## src/rtl/instruction_queue_pkg.sv

```systemverilog
// Shared widths and queue sizing for the fetch/decode instruction queue.
// Bus widths mirror the CPU-wide instruction and address bus definitions.
package instruction_queue_pkg;

    localparam int INST_BUS_W  = 32;
    localparam int ADDR_BUS_W  = 32;
    localparam int QUEUE_DEPTH = 16;
    localparam int QUEUE_SLACK = 2;

    typedef logic [INST_BUS_W-1:0] inst_t;
    typedef logic [ADDR_BUS_W-1:0] addr_t;

endpackage

```

## src/rtl/instruction_queue.sv

```systemverilog
// IF->ID instruction FIFO with first-word fall-through head, ROB flush and a
// slack-based full flag so fetches already in flight can still land.
module instruction_queue
    import instruction_queue_pkg::*;
#(
    parameter int DEPTH  = QUEUE_DEPTH,
    parameter int ADDR_W = $clog2(QUEUE_DEPTH),
    parameter int SLACK  = QUEUE_SLACK
) (
    input  logic        clk,
    input  logic        rst,
    input  logic        rdy,
    input  logic        IF_inst_valid,
    input  logic [31:0] IF_inst,
    input  logic [31:0] IF_pc,
    output logic        IF_queue_is_full,
    input  logic        ID_enable,
    output logic        ID_queue_is_empty,
    output logic [31:0] ID_inst,
    output logic [31:0] ID_pc,
    input  logic        ROB_clear
);

    localparam logic [ADDR_W:0]   DEPTH_CNT  = (ADDR_W+1)'(DEPTH);
    localparam logic [ADDR_W:0]   FULL_LEVEL = (ADDR_W+1)'(DEPTH - SLACK);
    localparam logic [ADDR_W:0]   CNT_ONE    = (ADDR_W+1)'(1);
    localparam logic [ADDR_W-1:0] PTR_ONE    = ADDR_W'(1);

    inst_t inst_mem [DEPTH];
    addr_t pc_mem   [DEPTH];

    logic [ADDR_W-1:0] head_reg;
    logic [ADDR_W-1:0] tail_reg;
    logic [ADDR_W:0]   count_reg;
    logic [ADDR_W:0]   count_next;
    logic              push;
    logic              pop;
    logic              empty;

    assign empty = (count_reg == '0);
    assign pop   = ID_enable && !empty;
    // A full queue still accepts a push when the head leaves in the same cycle.
    assign push  = IF_inst_valid && ((count_reg < DEPTH_CNT) || pop);

    always_comb begin
        count_next = count_reg;
        case ({push, pop})
            2'b10:   count_next = count_reg + CNT_ONE;
            2'b01:   count_next = count_reg - CNT_ONE;
            default: count_next = count_reg;
        endcase
    end

    always_ff @(posedge clk or posedge rst) begin
        if (rst) begin
            head_reg  <= '0;
            tail_reg  <= '0;
            count_reg <= '0;
        end else if (rdy) begin
            if (ROB_clear) begin
                head_reg  <= '0;
                tail_reg  <= '0;
                count_reg <= '0;
            end else begin
                if (push) tail_reg <= tail_reg + PTR_ONE;
                if (pop)  head_reg <= head_reg + PTR_ONE;
                count_reg <= count_next;
            end
        end
    end

    // Storage has no reset so it can map onto RAM; contents are don't-care after clear.
    always_ff @(posedge clk) begin
        if (rdy && !ROB_clear && push) begin
            inst_mem[tail_reg] <= IF_inst;
            pc_mem[tail_reg]   <= IF_pc;
        end
    end

    always_comb begin
        ID_inst = '0;
        ID_pc   = '0;
        if (!empty) begin
            ID_inst = inst_mem[head_reg];
            ID_pc   = pc_mem[head_reg];
        end
    end

    assign ID_queue_is_empty = empty;
    assign IF_queue_is_full  = (count_reg >= FULL_LEVEL);

endmodule

```

## config.mk

```make
export PLATFORM = sky130hd
export DESIGN_NAME = instruction_queue
export DESIGN_NICKNAME = d
export VERILOG_FILES = /design/src/rtl/instruction_queue_pkg.sv /design/src/rtl/instruction_queue.sv
export SDC_FILE = /design/constraint.sdc
export NUM_CORES = 1
export LEC_CHECK = 0
export ABC_AREA = 1
export BUFFER_PORTS_ARGS = -buffer_cell sky130_fd_sc_hd__buf_2
export CORE_UTILIZATION = 50
export CTS_CLUSTER_DIAMETER = 120
export DETAILED_ROUTE_END_ITERATION = 10
export PLACE_DENSITY = 0.72
export RECOVER_POWER = 25
export SLEW_MARGIN = 30
export SYNTH_ARGS = -nofsm -noshare
export SYNTH_HDL_FRONTEND = slang
export SYNTH_SLANG_ARGS = --single-unit
export TNS_END_PERCENT = 100
```

## constraint.sdc

```tcl
create_clock -name clk -period 7.6 [get_ports clk]
set_input_delay 0.76 -clock clk [delete_from_list [all_inputs] [get_ports clk]]
set_output_delay 0.76 -clock clk [all_outputs]
set_load 0.005 [all_outputs]
```

==> flow_metrics.py <==
metrics = {
    "timing": {
        "finClkSkew_ns": 0.03886,
        "hold_violations": 0,
        "rsz0062_at_grt": "no",
        "tightest_slew_ns": 1.025,
        "hold_slack_ns": 0.1294,
        "slew_headroom": 0.3166,
        "setup_viol": 0,
        "drv_slew": 0,
        "timing.fmax_mhz": 184.6,
        "period_needed_ns": 5.417,
        "tns_ns": 0,
        "fin_crit_sh": 0.7127,
    },
    "placed_design": {
        "gp_routability_congestion": 0.7841,
        "io_buffers": 135,
        "hpwlAfterDp_um": 48440,
        "placed_cell_area_um2": 41980,
    },
    "setup_path": {
        "slowest_delay_ns": 0.80,
        "critPathBufInv": 4,
        "crit_fanout": 185,
        "cp.required_ns": 6.84,
        "cp_slowest_cell": "buf_4",
        "cp_top_family": "buffers and inverters",
        "worstPathArrival_ns": 4.66,
        "crit_type": "reg -> out",
        "worstPathCellList": "inv_16 -> buf_16 -> buf_4 -> o21ai_0 -> o22ai_1 -> o211ai_1 -> a21oi_1 -> buf_2",
        "worstReg2RegStart": "head_reg[0]",
        "critPathCaptureType": "output port",
        "crit_start": "head_reg[0]",
        "start_kind": "flop",
    },
    "finish": {
        "regArea_um2": 31090,
        "fillers": 6142,
        "drive_gt1_frac": 0.09890,
        "syn2layout_area_growth_pct": 11.42,
        "multiInputGateArea_um2": 8342,
        "nets": 3007,
        "design_area_um2": 45270,
    },
    "floorplan": {
        "start_util": 0.5053,
        "io_pins": 136,
        "rows": 104,
        "core_um2": 80420,
        "die_w_um": 287.1,
        "dieArea_um2": 82410,
        "fp.dieH_um": 287.1,
    },
    "cts": {
        "cts_sinks": 1037,
        "cts_resized": 0,
        "cts.clk_slew.worst_paths_ns": 0.06,
        "cts_tree": "done",
        "ctsRootBufferMaster": "clkbuf_16",
        "cts_hold_buf": 0,
        "htree_num_levels": 3,
        "clockBufferDepth": 3,
        "clk_latency_ns": 0.68,
        "postCtsSetupBuffers": 0,
        "cts_made_buffers": 103,
    },
    "routing": {
        "drtIter0Drc": 3185,
        "dr.pass1.iters": 5,
        "vias": 25510,
        "viasPerCell": 6.258,
        "routed_wirelength_um": 102300,
        "wire_per_inst_um": 25.10,
        "ant_nets": 0,
        "drc_errors": 0,
    },
    "synth": {
        "post-synth-top-area-cell": "edfxtp_1",
        "synth.area.top_cells": "edfxtp_1 (76%), o21ai_0 (5.8%), nor2_1 (5.0%), o221ai_1 (3.7%), o211ai_1 (1.5%)",
        "ys_seq_area_frac": 0.7648,
        "syn_inst": 2863,
        "ys_ff_latch": 1037,
        "synth_top_area_frac": 0.7568,
        "synth_warnings": 0,
        "synth_fp_nets": 2940,
        "synth_cell_types": 30,
        "netlist_area_um2": 40630,
        "avgSynthCellArea_um2": 14.19,
    },
    "worst_hold_path": {
        "hold_path.class": "in -> async",
    },
    "global_route": {
        "grt_pass1_wl_um": 152300,
        "grt_max_degree": 186,
        "grt_pass1_vias": 25310,
        "gr-total-overflow": 0,
        "track_usage": 0.2458,
        "antenna_found_initial": 10,
    },
    "outcome": {
        "status": "finished, final reports clean",
    },
    "power_and_ir_drop": {
        "leakage_uw": 0.01423,
        "p_per_area_nw_per_um2": 321.9,
        "irDropWorstVdd_v": 0.0002888,
        "finalPower_uw": 14580,
    },
    "job": {
        "drv_cap": 0,
    },
}
==> layer usage <==
layer	vias to the layer above	global-route usage	share of wire
met2	1305	0.4063	0.49
met3	246	0.04167	0.082
met4	14	0.09747	0.032
met1	12770	0.3253	0.39
met5	-	0	0.00093
li1	11170	-	-
==> worst reg2reg max path, stage by stage, from the launching register on <==
cell     delay [ns]
dfrtp_4        0.89
buf_4          0.88
buf_6          0.82
nand3_1        0.29
xor2_1         0.20
o31ai_1        0.35
==> final cells by class <==
class / count / area share
Clock buffer: 128 / 0.05948
Sequential cell: 1037 / 0.6867
Multi-Input combinational cell: 1579 / 0.1843
Timing Repair Buffer: 179 / 0.02427
Antenna cell: 3 / 0.0001658
Tap cell: 1060 / 0.02930
Clock inverter: 60 / 0.01271
Inverter: 30 / 0.003095
==> placed cells by master (no fill, tap or decap), types with 32 or more instances in the layout <==
cell type | netlist | routed
clkbuf_16 | 0 | 104
buf_2 | 44 | 87
o211ai_1 | 83 | 83
o221ai_1 | 173 | 173
buf_4 | 18 | 32
nand2_1 | 39 | 39
o21ai_0 | 467 | 467
edfxtp_1 | 1024 | 1024
o21ai_1 | 54 | 54
clkbuf_1 | 120 | 72
nor2_1 | 537 | 521
nand3_1 | 57 | 57
a21oi_1 | 68 | 68
o22ai_1 | 86 | 86
==> worst paths after layout <==
check	to	slack, ns	cells past startpoint
worst min register to register	count_reg[0]	0.58	1
worst min-delay path	count_reg[3]	0.13	2
worst max-delay path	ID_inst[7]	2.18	8
min in group clk	head_reg[3]	0.42	2
worst max register to register	head_reg[3]	4.03	5
max in group asynchronous	head_reg[2]	7.02	2
==> through the flow <==
step,std cells,util,setup slack [ns]
finish,4076,0.5630,2.183
global route,4074,0.5629,2.086
CTS,4070,0.5627,2.297
detailed placement,3882,0.5221,3.062
global placement,3877,0.5203,2.869
floorplan,2863,-,3.104
==> kinds of logic after synthesis <==
family,after synthesis,synth area share
flip-flops,1037,0.7648
AO/OA/AOI/OAI,934,0.1390
AND/OR/NAND/NOR,635,0.06054
buffers and inverters,247,0.03289
adder cells (fa/ha/maj),7,0.002155
XOR/XNOR,3,0.0006468
==> Yosys cell counts <==
cell / instances
edfxtp_1: 1024
nor2_1: 537
o21ai_0: 467
o221ai_1: 173
clkbuf_1: 120
o22ai_1: 86
o211ai_1: 83
a21oi_1: 68
nand3_1: 57
o21ai_1: 54
buf_2: 44
nand2_1: 39
buf_6: 26
inv_1: 26
buf_4: 18
dfrtp_1: 13
ha_1: 7
buf_8: 4
buf_1: 2
buf_12: 2
inv_2: 2
nand4_1: 2
xor2_1: 2
a211oi_1: 1
clkbuf_2: 1
clkinv_1: 1
inv_12: 1
o21ai_2: 1
o31ai_1: 1
xnor2_1: 1
==> where the power goes <==
part / switching (uW) / internal, uW / leakage (uW)
Combinational: 2320 / 911 / 0.00327
Sequential: 104 / 6350 / 0.00938
Clock: 2130 / 2760 / 0.00158
Total: 4550 / 10000 / 0.0142
(Power assumes the default switching activity.)
